File: config.mk
export PLATFORM = sky130hd
export DESIGN_NAME = dff_pipe_flat
export DESIGN_NICKNAME = d
export VERILOG_FILES = /design/src/rtl/dff_pipe_if.sv /design/src/rtl/dff_pipe.sv /design/src/flat_wrapper.sv
export SDC_FILE = /design/constraint.sdc
export NUM_CORES = 1
export LEC_CHECK = 0
export ABC_AREA = 0
export CAP_MARGIN = 20
export CORE_MARGIN = 1.5
export CORE_UTILIZATION = 42
export CTS_CLUSTER_DIAMETER = 200
export CTS_CLUSTER_SIZE = 20
export DETAILED_ROUTE_END_ITERATION = 10
export MAX_ROUTING_LAYER = met4
export PLACE_DENSITY = 0.75
export SYNTH_ARGS = -nofsm -noshare
export SYNTH_HDL_FRONTEND = slang
export SYNTH_SLANG_ARGS = --single-unit
File: constraint.sdc
create_clock -name clk -period 1.4 [get_ports clk]
set_input_delay 0.35 -clock clk [delete_from_list [all_inputs] [get_ports clk]]
set_output_delay 0.35 -clock clk [all_outputs]
set_load 0.01 [all_outputs]
File: src/rtl/dff_pipe_if.sv
// Bus bundle for dff_pipe: pipeline controls, input word and observed outputs.
// The master drives controls and data; the slave (the pipe) drives q/out_valid/count.
interface dff_pipe_if #(
  parameter int WIDTH = 4,
  parameter int DEPTH = 3
);
  localparam int CW = $clog2(DEPTH + 1);

  logic             en;
  logic             flush;
  logic             in_valid;
  logic [WIDTH-1:0] d;
  logic [WIDTH-1:0] q;
  logic             out_valid;
  logic [CW-1:0]    count;

  modport master (
    output en,
    output flush,
    output in_valid,
    output d,
    input  q,
    input  out_valid,
    input  count
  );

  modport slave (
    input  en,
    input  flush,
    input  in_valid,
    input  d,
    output q,
    output out_valid,
    output count
  );
endinterface

File: src/rtl/dff_pipe.sv
// dff_pipe: WIDTH-bit, DEPTH-stage enabled register pipeline with per-word
// valid flags, synchronous flush and a live occupancy count. Outputs come
// straight from registers (q optionally gated by the last-stage valid bit),
// so there is no combinational path from any input to any output.

// Invariant checker for the pipe: occupancy always matches the valid flags.
module dff_pipe_chk #(
  parameter int DEPTH = 3,
  parameter int CW    = 2
) (
  input logic             clk,
  input logic             reset,
  input logic [DEPTH-1:0] valid,
  input logic [CW-1:0]    count,
  input logic             out_valid
);
  a_count_popcount: assert property (@(posedge clk) disable iff (reset)
    int'(count) == $countones(valid));

  a_count_bound: assert property (@(posedge clk) disable iff (reset)
    int'(count) <= DEPTH);

  a_out_valid_last: assert property (@(posedge clk) disable iff (reset)
    out_valid == valid[DEPTH-1]);
endmodule

module dff_pipe #(
  parameter int               WIDTH        = 4,
  parameter int               DEPTH        = 3,
  parameter logic [WIDTH-1:0] RESET_VALUE  = '0,
  parameter bit               GATE_INVALID = 1'b0
) (
  input logic        clk,
  input logic        reset,
  dff_pipe_if.slave  bus
);
  localparam int CW = $clog2(DEPTH + 1);

  logic [WIDTH-1:0] data_q [DEPTH];
  logic [WIDTH-1:0] data_d [DEPTH];
  logic [DEPTH-1:0] valid_q;
  logic [DEPTH-1:0] valid_d;
  logic [CW-1:0]    count_q;
  logic [CW-1:0]    count_d;

  // Next-state: flush clears, enable shifts, otherwise everything holds.
  // d/in_valid are only looked at on the enable path, so X there is harmless
  // while stalled.
  always_comb begin
    data_d  = data_q;
    valid_d = valid_q;
    count_d = count_q;
    if (bus.flush) begin
      for (int i = 0; i < DEPTH; i++) begin
        data_d[i] = RESET_VALUE;
      end
      valid_d = '0;
      count_d = '0;
    end else if (bus.en) begin
      data_d[0]  = bus.d;
      valid_d[0] = bus.in_valid;
      for (int i = 1; i < DEPTH; i++) begin
        data_d[i]  = data_q[i-1];
        valid_d[i] = valid_q[i-1];
      end
      // Entry and exit on the same edge cancel; a full pipe only accepts a
      // word while one leaves, so the modulo arithmetic never escapes 0..DEPTH.
      count_d = count_q + CW'(bus.in_valid) - CW'(valid_q[DEPTH-1]);
    end else begin
      data_d  = data_q;
      valid_d = valid_q;
      count_d = count_q;
    end
  end

  // State registers; reset takes precedence over flush and enable.
  always_ff @(posedge clk) begin
    if (reset) begin
      for (int i = 0; i < DEPTH; i++) begin
        data_q[i] <= RESET_VALUE;
      end
      valid_q <= '0;
      count_q <= '0;
    end else begin
      data_q  <= data_d;
      valid_q <= valid_d;
      count_q <= count_d;
    end
  end

  // Output view of the last stage, optionally masking data of invalid words.
  always_comb begin
    if (GATE_INVALID && !valid_q[DEPTH-1]) begin
      bus.q = RESET_VALUE;
    end else begin
      bus.q = data_q[DEPTH-1];
    end
  end

  assign bus.out_valid = valid_q[DEPTH-1];
  assign bus.count     = count_q;

  dff_pipe_chk #(
    .DEPTH (DEPTH),
    .CW    (CW)
  ) u_chk (
    .clk       (clk),
    .reset     (reset),
    .valid     (valid_q),
    .count     (count_q),
    .out_valid (bus.out_valid)
  );
endmodule

File: src/flat_wrapper.sv
// flat-port wrapper written by rule: the top's interface ports become plain ports
module dff_pipe_flat 
#(
  parameter int               WIDTH        = 4,
  parameter int               DEPTH        = 3,
  parameter logic [WIDTH-1:0] RESET_VALUE  = '0,
  parameter bit               GATE_INVALID = 1'b0
)
  (clk, reset, bus_en, bus_flush, bus_in_valid, bus_d, bus_q, bus_out_valid, bus_count);
  dff_pipe_if #(.WIDTH(WIDTH), .DEPTH(DEPTH)) bus_i ();
  input logic clk;
  input logic reset;
  input wire logic [$bits(bus_i.en)-1:0] bus_en;
  input wire logic [$bits(bus_i.flush)-1:0] bus_flush;
  input wire logic [$bits(bus_i.in_valid)-1:0] bus_in_valid;
  input wire logic [$bits(bus_i.d)-1:0] bus_d;
  output wire logic [$bits(bus_i.q)-1:0] bus_q;
  output wire logic [$bits(bus_i.out_valid)-1:0] bus_out_valid;
  output wire logic [$bits(bus_i.count)-1:0] bus_count;
  assign bus_i.en = bus_en;
  assign bus_i.flush = bus_flush;
  assign bus_i.in_valid = bus_in_valid;
  assign bus_i.d = bus_d;
  assign bus_q = bus_i.q;
  assign bus_out_valid = bus_i.out_valid;
  assign bus_count = bus_i.count;
  dff_pipe #(.WIDTH(WIDTH), .DEPTH(DEPTH), .RESET_VALUE(RESET_VALUE), .GATE_INVALID(GATE_INVALID)) u_core (.clk(clk), .reset(reset), .bus(bus_i));
endmodule
==> metrics.md <==
| Metric | Value |
|---|---|
| Vias per inst | `4.74` |
| CP endpoint kind | `primary output` |
| Worst Min Path Start | `u_core.bus.q[3]` |
| Post-route setup TNS | `0 ns` |
| DRC violations left | `0` |
| Die height | `43.8 um` |
| H-tree levels | `1` |
| Reg2reg end | `u_core.bus.count[1]` |
| Reg2reg start | `u_core.bus.count[0]` |
| Worst R2R Path Depth | `7` |
| Critical Path AT | `1.01 ns` |
| Synth Net Count | `78` |
| Clock-pin slew on the worst setup and hold paths | `0.09 ns` |
| Status | `finished clean` |
| Setup violators final | `0` |
| Worst vdd ir | `0.578 mV` |
| Slew margin rel. | `89.9%` |
| Synth Area in Simple Gates | `10.0%` |
| Critical path peak fanout | `2` |
| Initial antenna violation count | `0` |
| Final worst-path cycle share | `97.0%` |
| Clock Sinks | `17` |
| Die W | `43.8 um` |
| P_leak | `0.000418 uW` |
| Cell Area, Placed | `861 um2` |
| PwrDens | `916 nW/um2` |
| Unrepaired setup endpoints after global routing | `no` |
| Layout cells sized above 1 | `20.5%` |
| Core box area | `1520 um2` |
| Max cap viols | `0` |
| Worst reg-to-reg setup slack | `0.07 ns` |
| Total track usage | `12.8%` |
| Hpwl dp | `731 um` |
| Worst Path Required | `1.05 ns` |
| Crit path from | `u_core.bus.count[0]` |
| Synth Register Bits | `17` |
| Hold Crit Depth | `2` |
| Post-Route WL | `1.09 mm` |
| Final nets | `95` |
| DR pass1 iterations | `2` |
| Vias in the first global route | `436` |
| Fmax | `0.736 GHz` |
| Number of port buffers | `15` |
| Clk Latency, worst-skew pair | `0.28 ns` |
| Clock root cell | `clkbuf_4` |
| Post-CTS Setup Bufs | `0` |
| # rows | `14` |
| Actual slew at the worst max-slew pin | `0.147 ns` |
| Synth Area in XOR/XNOR | `1.25%` |
| First-pass GRT wire length | `1.71 mm` |
| Hold-fix buffers at CTS | `0` |
| Full die area | `1920 um2` |
| Tmin final | `1.36 ns` |
| Antenna Cells | `0` |
| Largest family of logic cells by synthesized area | `multiplexers` |
| Remaining antenna violation count after routing | `0` |
| Synth Area in Compound Gates | `3.05%` |
| Initial Util | `45.8%` |
| Synth unique cells | `12` |
| Post-Syn Area | `698 um2` |
| Post-Synthesis Cells | `67` |
| Num CTS Buffers | `3` |
| Number of fill cells in the layout | `135` |
| Yosys warnings | `0` |
| Sequential area share after synthesis | `48.7%` |
| Post-Synth Adder-Cell Area | `3.58%` |
| Final Skew | `0.00198 ns` |
| Critical path type | `reg2out` |
| CTS tree | `yes` |
| Final Hold Fails | `0` |
| Largest net degree at the start of global routing | `19` |
| Ports | `16` |
| CTS Buffer Depth | `2` |
| Hold worst-path end | `u_core.bus.q[3]` |
| Total grt overflow | `0` |
| Final instance area | `912 um2` |
| Hold WC Path Type | `reg2reg` |
| Drt initial violations | `4` |
| Critical path startpoint category | `flop` |
| Wire length per cell | `11.0 um` |
| Multiplexer share of the synthesized area | `22.9%` |
| Gpl congestion | `0.653` |
| Vias | `469` |
| Syn avg cell area | `10.4 um2` |
| Area growth syn-to-layout | `30.6%` |
| Final max-slew violation count | `0` |
sequential cells by signal (all words and copies together) (netlist names):
name              count
u_core.data_q         8
u_core.bus.q          4
u_core.valid_q        3
u_core.bus.count      2
synth_stat cells:
cell	number	area share, %
xor2_1	1	1.3
buf_4	6	6.5
ha_1	2	3.6
or2_1	1	0.90
buf_6	1	1.6
a211oi_2	1	1.8
a31o_1	1	1.3
dfxtp_1	17	49
nor2_1	17	9.1
mux2i_1	16	23
buf_2	1	0.72
inv_1	3	1.6
cell families (layout without fill, tap and decap cells):
logic type	count (synthesis)	in the layout
AOI/OAI and AO/OA	2	2
DFF	17	17
xor gates and xnor gates	1	1
adders and majority gates	2	2
and+or+nand+nor	18	18
muxes	16	16
buffers and inverters	11	27
power by group:
part / leakage, uW / internal, uW / switching, uW
logic: 0.000262 / 52.6 / 36.7
clock network: 0.0000177 / 106 / 145
registers: 0.000138 / 491 / 3.90
total: 0.000418 / 649 / 186
layer usage:
metal	GRT usage, %	part of all wire [%]	up-vias
li1	-	-	247
met1	13.5	44	215
met2	20.3	51	5
met3	2.50	2.8	2
met4	10.9	1.9	0
met5	-	0	-
worst max-delay path by stage:
stage	to	slack, ns	cells past startpoint
CTS	u_core.bus.count[1]	0.007	7
finish	bus_count[0]	0.04	2
global route	u_core.bus.count[1]	0.003	7
global placement	u_core.bus.count[1]	-0.18	5
detailed placement	u_core.bus.count[1]	-0.21	5
floorplan	u_core.bus.count[1]	-0.01	7
cell usage in the layout, fill, tap and decap left out, drive strengths merged:
master	Yosys	final
nor2	17	17
dfxtp	17	17
mux2i	16	16
clkdlybuf4s50	0	8
dlygate4sd2	0	6
buf	8	5
clkbuf	0	3
inv	3	3
ha	2	2
or2	1	1
xor2	1	1
a211oi	1	1
a31o	1	1
clkinv	0	1
clkdlybuf4s15	0	1
critical path, stage by stage (launching register included):
cell           delay [ns]
dfxtp_2              0.33
buf_4                0.12
dlygate4sd2_1        0.27
layout make-up:
class,instances,area [um2],area share [%]
Multi-Input combinational cell,39,318,34.8
Clock buffer,3,22.5,2.47
Timing Repair Buffer,20,193,21.1
Sequential cell,17,343,37.6
Clock inverter,1,5.00,0.549
Tap cell,16,20.0,2.19
Inverter,3,11.3,1.23
per-stage QoR:
step / setup slack (ns) / hold slack (ns) / instances / utilization, % / total power (uW)
floorplan: -0.0128 / 0.460 / 67 / - / 555
global placement: -0.183 / 0.474 / 95 / 56.5 / 591
detailed placement: -0.207 / 0.486 / 95 / 56.5 / 592
CTS: 0.00677 / 0.509 / 99 / 58.2 / 848
global route: 0.00270 / 0.533 / 99 / 59.9 / 881
finish: 0.0418 / 0.499 / 99 / 59.9 / 835
repair_timing:
action,4_1_cts,5_1_grt
gates resized for setup,8,6
pin swaps,0,3
endpoints found under the setup margin,8,2
hold endpoints to repair,0,0
(Power assumes the default switching activity.)
